<file path="src/rtl/status_commit_reader.sv">
// In-order drain controller for the status valid vector: offers each completed head entry
// downstream and strobes the vector's pull on every accepted commit. Optional head-wait
// timeout is built when STATUS_COMMIT_TIMEOUT_EN is defined.
module status_commit_reader #(
    parameter int DEPTH   = 8,
    parameter int SEQ_W   = 8,
    parameter int TIMEOUT = 255,
    parameter int OCC_W   = $clog2(DEPTH + 1)
) (
    input  logic             clk_i,
    input  logic             rst_i,
    input  logic [DEPTH-1:0] valid_vec_i,
    input  logic [DEPTH-1:0] status_vec_i,
    input  logic             flush_i,
    output logic             pull_o,
    output logic             commit_valid_o,
    input  logic             commit_ready_i,
    output logic [SEQ_W-1:0] commit_seq_o,
    output logic [OCC_W-1:0] occupancy_o,
    output logic             timeout_o
);

    typedef enum logic [1:0] {
        ST_IDLE  = 2'd0,
        ST_WAIT  = 2'd1,
        ST_ISSUE = 2'd2
    } state_t;

    state_t           state_reg;
    state_t           state_next;
    logic [SEQ_W-1:0] seq_reg;
    logic [SEQ_W-1:0] seq_next;
    logic [OCC_W-1:0] occ_reg;
    logic [OCC_W-1:0] occ_next;
    logic             hs;

    logic head_valid;
    logic head_done;
    logic second_valid;
    logic second_done;
    logic status_unused;

    // Status bits only matter where the matching valid bit is set.
    assign head_valid    = valid_vec_i[0];
    assign head_done     = valid_vec_i[0] & status_vec_i[0];
    assign second_valid  = valid_vec_i[1];
    assign second_done   = valid_vec_i[1] & status_vec_i[1];
    assign status_unused = &{1'b0, status_vec_i};

    // ------------------------------------------------------------------
    // State register
    // ------------------------------------------------------------------
    always_ff @(posedge clk_i) begin
        if (rst_i) begin
            state_reg <= ST_IDLE;
        end else begin
            state_reg <= state_next;
        end
    end

    // ------------------------------------------------------------------
    // Next-state logic; after a handshake entry 1 becomes the new head.
    // ------------------------------------------------------------------
    always_comb begin
        state_next = state_reg;
        if (flush_i) begin
            state_next = ST_IDLE;
        end else begin
            case (state_reg)
                ST_IDLE, ST_WAIT: begin
                    if (head_done) begin
                        state_next = ST_ISSUE;
                    end else if (head_valid) begin
                        state_next = ST_WAIT;
                    end else begin
                        state_next = ST_IDLE;
                    end
                end
                ST_ISSUE: begin
                    if (hs) begin
                        if (second_done) begin
                            state_next = ST_ISSUE;
                        end else if (second_valid) begin
                            state_next = ST_WAIT;
                        end else begin
                            state_next = ST_IDLE;
                        end
                    end
                end
                default: state_next = ST_IDLE;
            endcase
        end
    end

    // ------------------------------------------------------------------
    // Output logic
    // ------------------------------------------------------------------
    always_comb begin
        commit_valid_o = (state_reg == ST_ISSUE);
        hs             = commit_valid_o & commit_ready_i & ~flush_i;
        pull_o         = hs;
    end

    // ------------------------------------------------------------------
    // Commit sequence counter; wraps naturally, untouched by flush.
    // ------------------------------------------------------------------
    always_comb begin
        seq_next = seq_reg;
        if (hs) begin
            seq_next = seq_reg + SEQ_W'(1);
        end
    end

    always_ff @(posedge clk_i) begin
        if (rst_i) begin
            seq_reg <= '0;
        end else begin
            seq_reg <= seq_next;
        end
    end

    assign commit_seq_o = seq_reg;

    // ------------------------------------------------------------------
    // Occupancy: ripple popcount of the valid mask, registered once.
    // ------------------------------------------------------------------
    logic [OCC_W-1:0] pop_chain [0:DEPTH];

    assign pop_chain[0] = '0;

    generate
        for (genvar gi = 0; gi < DEPTH; gi++) begin : g_popcount
            assign pop_chain[gi+1] = pop_chain[gi] + OCC_W'(valid_vec_i[gi]);
        end
    endgenerate

    assign occ_next = pop_chain[DEPTH];

    always_ff @(posedge clk_i) begin
        if (rst_i) begin
            occ_reg <= '0;
        end else begin
            occ_reg <= occ_next;
        end
    end

    assign occupancy_o = occ_reg;

    // ------------------------------------------------------------------
    // Head-wait timeout
    // ------------------------------------------------------------------
`ifdef STATUS_COMMIT_TIMEOUT_EN
    localparam int TO_W = (TIMEOUT < 1) ? 1 : $clog2(TIMEOUT + 1);
    localparam logic [TO_W-1:0] TO_MAX = TO_W'(TIMEOUT);

    logic [TO_W-1:0] to_cnt_reg;
    logic [TO_W-1:0] to_cnt_next;
    logic            timeout_reg;
    logic            timeout_next;

    // Counter is only non-zero while the FSM sits in WAIT; it saturates at TO_MAX.
    always_comb begin
        to_cnt_next = '0;
        if ((state_reg == ST_WAIT) && (state_next == ST_WAIT)) begin
            to_cnt_next = (to_cnt_reg == TO_MAX) ? to_cnt_reg : to_cnt_reg + TO_W'(1);
        end
    end

    always_comb begin
        timeout_next = timeout_reg;
        if (flush_i) begin
            timeout_next = 1'b0;
        end else if ((state_reg == ST_WAIT) && (to_cnt_reg == TO_MAX)) begin
            timeout_next = 1'b1;
        end
    end

    always_ff @(posedge clk_i) begin
        if (rst_i) begin
            to_cnt_reg  <= '0;
            timeout_reg <= 1'b0;
        end else begin
            to_cnt_reg  <= to_cnt_next;
            timeout_reg <= timeout_next;
        end
    end

    assign timeout_o = timeout_reg;
`else
    // TIMEOUT stays a parameter so instantiations match both builds.
    assign timeout_o = 1'b0 & (TIMEOUT != 0);
`endif

endmodule

</file>
<file path="config.mk">
export PLATFORM = sky130hd
export DESIGN_NAME = status_commit_reader
export DESIGN_NICKNAME = d
export VERILOG_FILES = /design/src/rtl/status_commit_reader.sv
export SDC_FILE = /design/constraint.sdc
export NUM_CORES = 1
export LEC_CHECK = 0
export BUFFER_PORTS_ARGS = -buffer_cell sky130_fd_sc_hd__buf_4
export CELL_PAD_IN_SITES_DETAIL_PLACEMENT = 1
export CELL_PAD_IN_SITES_GLOBAL_PLACEMENT = 2
export CORE_AREA = 3 3 60 62
export DETAILED_ROUTE_END_ITERATION = 12
export DIE_AREA = 0 0 63 65
export PLACE_DENSITY_LB_ADDON = 0.1
export SKIP_CTS_REPAIR_TIMING = 1
export SLEW_MARGIN = 20
export SYNTH_ARGS = -nofsm -noshare
export SYNTH_HDL_FRONTEND = slang
export SYNTH_SLANG_ARGS = --single-unit
</file>
<file path="constraint.sdc">
create_clock -name clk_i -period 3.1 [get_ports clk_i]
set_input_delay 0.31 -clock clk_i [delete_from_list [all_inputs] [get_ports clk_i]]
set_output_delay 0.31 -clock clk_i [all_outputs]
set_load 0.02 [all_outputs]
</file>
==> qor.txt <==
TNS Setup: 0 ps
Worst EP required: 3280 ps
Diode count: 0
Setup crit start kind: primary input
Die X-Extent: 63 um
Die Area: 4095 um^2
Pwr Density: 431.6 nW/um^2
Endpoints failing setup: 0
Top post-synthesis cells by area: dfxtp_1 (37%), fa_1 (11%), inv_1 (8.0%)
# IOs: 35
TritonCTS buffer count: 3
Nets: 142
Number of synthesis warnings: 0
Post-synthesis sequential area ratio: 0.3727
Hold depth: 2
CP arrival: 2780 ps
Via count: 669
IO buf count: 27
Final worst path period share: 0.8397
Clk pin slew, worst setup/hold paths: 100 ps
Clock Path Buffers: 2
Max reg flops: 8
Post-synthesis cell type count: 26
Detailed Place HPWL: 1454 um
Class of the worst hold path: in2reg
Leakage power: 0.0004583 uW
Hold path startpoint: flush_i
Syn nets: 113
Post-synth top area cell: dfxtp_1
Initial drt markers: 6
Post-Route WL: 1835 um
Least-Margin Pin Slew: 494.1 ps
Root buffer cell: clkbuf_4
Max VDD drop: 252.8 uV
WHS: 203.7 ps
Fin. max-slew vios: 0
Avg Inst Size Synth: 8.847 um^2
Cell Count Post-Placement: 153
TritonCTS clock tree: done
CP max FO: 3
Gpl congestion: 0.7442
Largest net degree at the start of global routing: 16
Initial antenna violation count: 0
CP max stage delay: 530 ps
Critical R2R Launch: state_reg[1]
Crit-path most repeated cell: fa_1
Worst-path cell chain: buf_4 > fa_1 > inv_1 > fa_1 > fa_1 > inv_1 > ha_1 > inv_1 > fa_1 > xor2_1 > nor2_1
WL per Instance: 11.69 um
Post-DRT Antenna Nets: 0
Global-route wire length before repair: 3111 um
DRC violations left: 0
Fmax: 384.1 MHz
Worst R2R End: commit_seq_o[7]
TritonRoute pass-1 iters: 3
Ratio of cells with drive above 1 in the final layout: 0.2832
CP Class: in2reg
Slowest stage cell, crit path: fa_1
Vias in the first global route: 691
Synth Cell Area: 752.0 um^2
Slew headroom: 0.6687
Clock Skew: 6.475 ps
Seq cells post-synth: 14
Setup slack, reg-to-reg: 1350 ps
Mapped Cells: 85
Worst Hold Path EP: state_reg[0]
Area after DPL: 993.5 um^2
Core ar.: 3078 um^2
Crit-path leading delay family: adder cells
Final hold vios: 0
Fin area: 1030 um^2
Fin cells: 157
Total track usage: 0.09699
Synth top area share: 0.3727
Min Clock Period, post-route: 2603 ps
Clk Latency, worst-skew pair: 280 ps
Clk sinks: 14
H-tree Lvls: 1
RSZ-0062 raised after global routing: no
Status: finished clean
Tot Pwr: 444.4 uW
Crit path buffers/inverters: 4
Die Height: 65 um
R2R depth: 3
Row count: 20
Initial Util: 0.2443
Worst setup EP type: flip-flop
P&R area growth vs syn: 36.94%
Grt ovf: 0
Max Cap Viol: 0
Via density: 4.261
worst max path at each step:
stage                    from  slack [ps]        endpoint  depth (start not counted)
6_report       valid_vec_i[0]         500  occupancy_o[2]                         11
5_1_grt        valid_vec_i[0]         380  occupancy_o[2]                         11
4_1_cts        valid_vec_i[0]         500  occupancy_o[2]                         11
3_5_place_dp   valid_vec_i[0]         180  occupancy_o[2]                         11
3_3_place_gp   valid_vec_i[0]         180  occupancy_o[2]                         11
2_1_floorplan  valid_vec_i[0]         440  occupancy_o[2]                         10
final cells by class:
type	count	area [um^2]
multi-input cells	52	395.4
inverters	16	60.06
well taps	44	55.05
fillers	377	2048
flip-flops and latches	14	280.3
repair buffers	27	202.7
clock buffers	4	36.28
layer usage:
layer / GRT usage / routed length [um] / vias up
met5: 0 / 0 / -
met4: 0.01653 / 13 / 0
met3: 0.04679 / 93 / 2
met2: 0.1700 / 913 / 9
met1: 0.1073 / 815 / 317
li1: - / - / 341
kinds of logic (layout without fill, tap and decap cells):
family / Yosys count / in the layout / synth area share
simple gates: 25 / 25 / 0.1897
flops: 14 / 14 / 0.3727
fa+ha+maj: 8 / 8 / 0.1731
other cells: 1 / 1 / 0.004987
compound gates: 15 / 15 / 0.1198
xor+xnor: 2 / 2 / 0.02330
mux: 1 / 1 / 0.01497
buf+inv: 19 / 47 / 0.1015
stage by stage:
| step | util | setup slack, ps |
|---|---|---|
| global placement | 0.3228 | 180.4 |
| detailed placement | 0.3228 | 184.0 |
| CTS | 0.3346 | 499.2 |
| global route | 0.3346 | 380.8 |
| floorplan | - | 436.7 |
| finish | 0.3346 | 496.8 |
power breakdown:
part           switching [uW]  leakage, uW  total (uW)  internal [uW]
Combinational            60.3     0.000324         114           53.7
Sequential               4.05     0.000114         196            192
Clock                    63.0    0.0000210         134           71.4
Total                     127     0.000458         444            317
cell usage in the layout (no fill, tap or decap), types with 2 or more instances in the layout:
cell type  count
a21oi_1        8
ha_1           4
dfxtp_1       14
nand3_1        2
buf_4         27
inv_1         16
nor2_1         4
nand2_1        5
o31ai_1        4
clkbuf_4       3
nor4_1         2
nor2b_1        3
nor3b_1        2
or4_1          4
fa_1           4
Yosys cell counts:
cell type / n
nand4bb_1: 1
nor3_1: 1
ha_1: 4
xor2_1: 1
nand3_1: 2
clkbuf_1: 1
dfxtp_1: 14
or4_1: 4
o21ai_0: 1
buf_4: 1
nor4_1: 2
a31oi_1: 1
o31ai_1: 4
nor3b_1: 2
mux2_2: 1
a41oi_1: 1
nand2_1: 5
buf_2: 1
fa_1: 4
xnor2_1: 1
conb_1: 1
a21oi_1: 8
nor2_1: 4
inv_1: 16
nor2b_1: 3
nand4_1: 1
(Power assumes the default switching activity.)
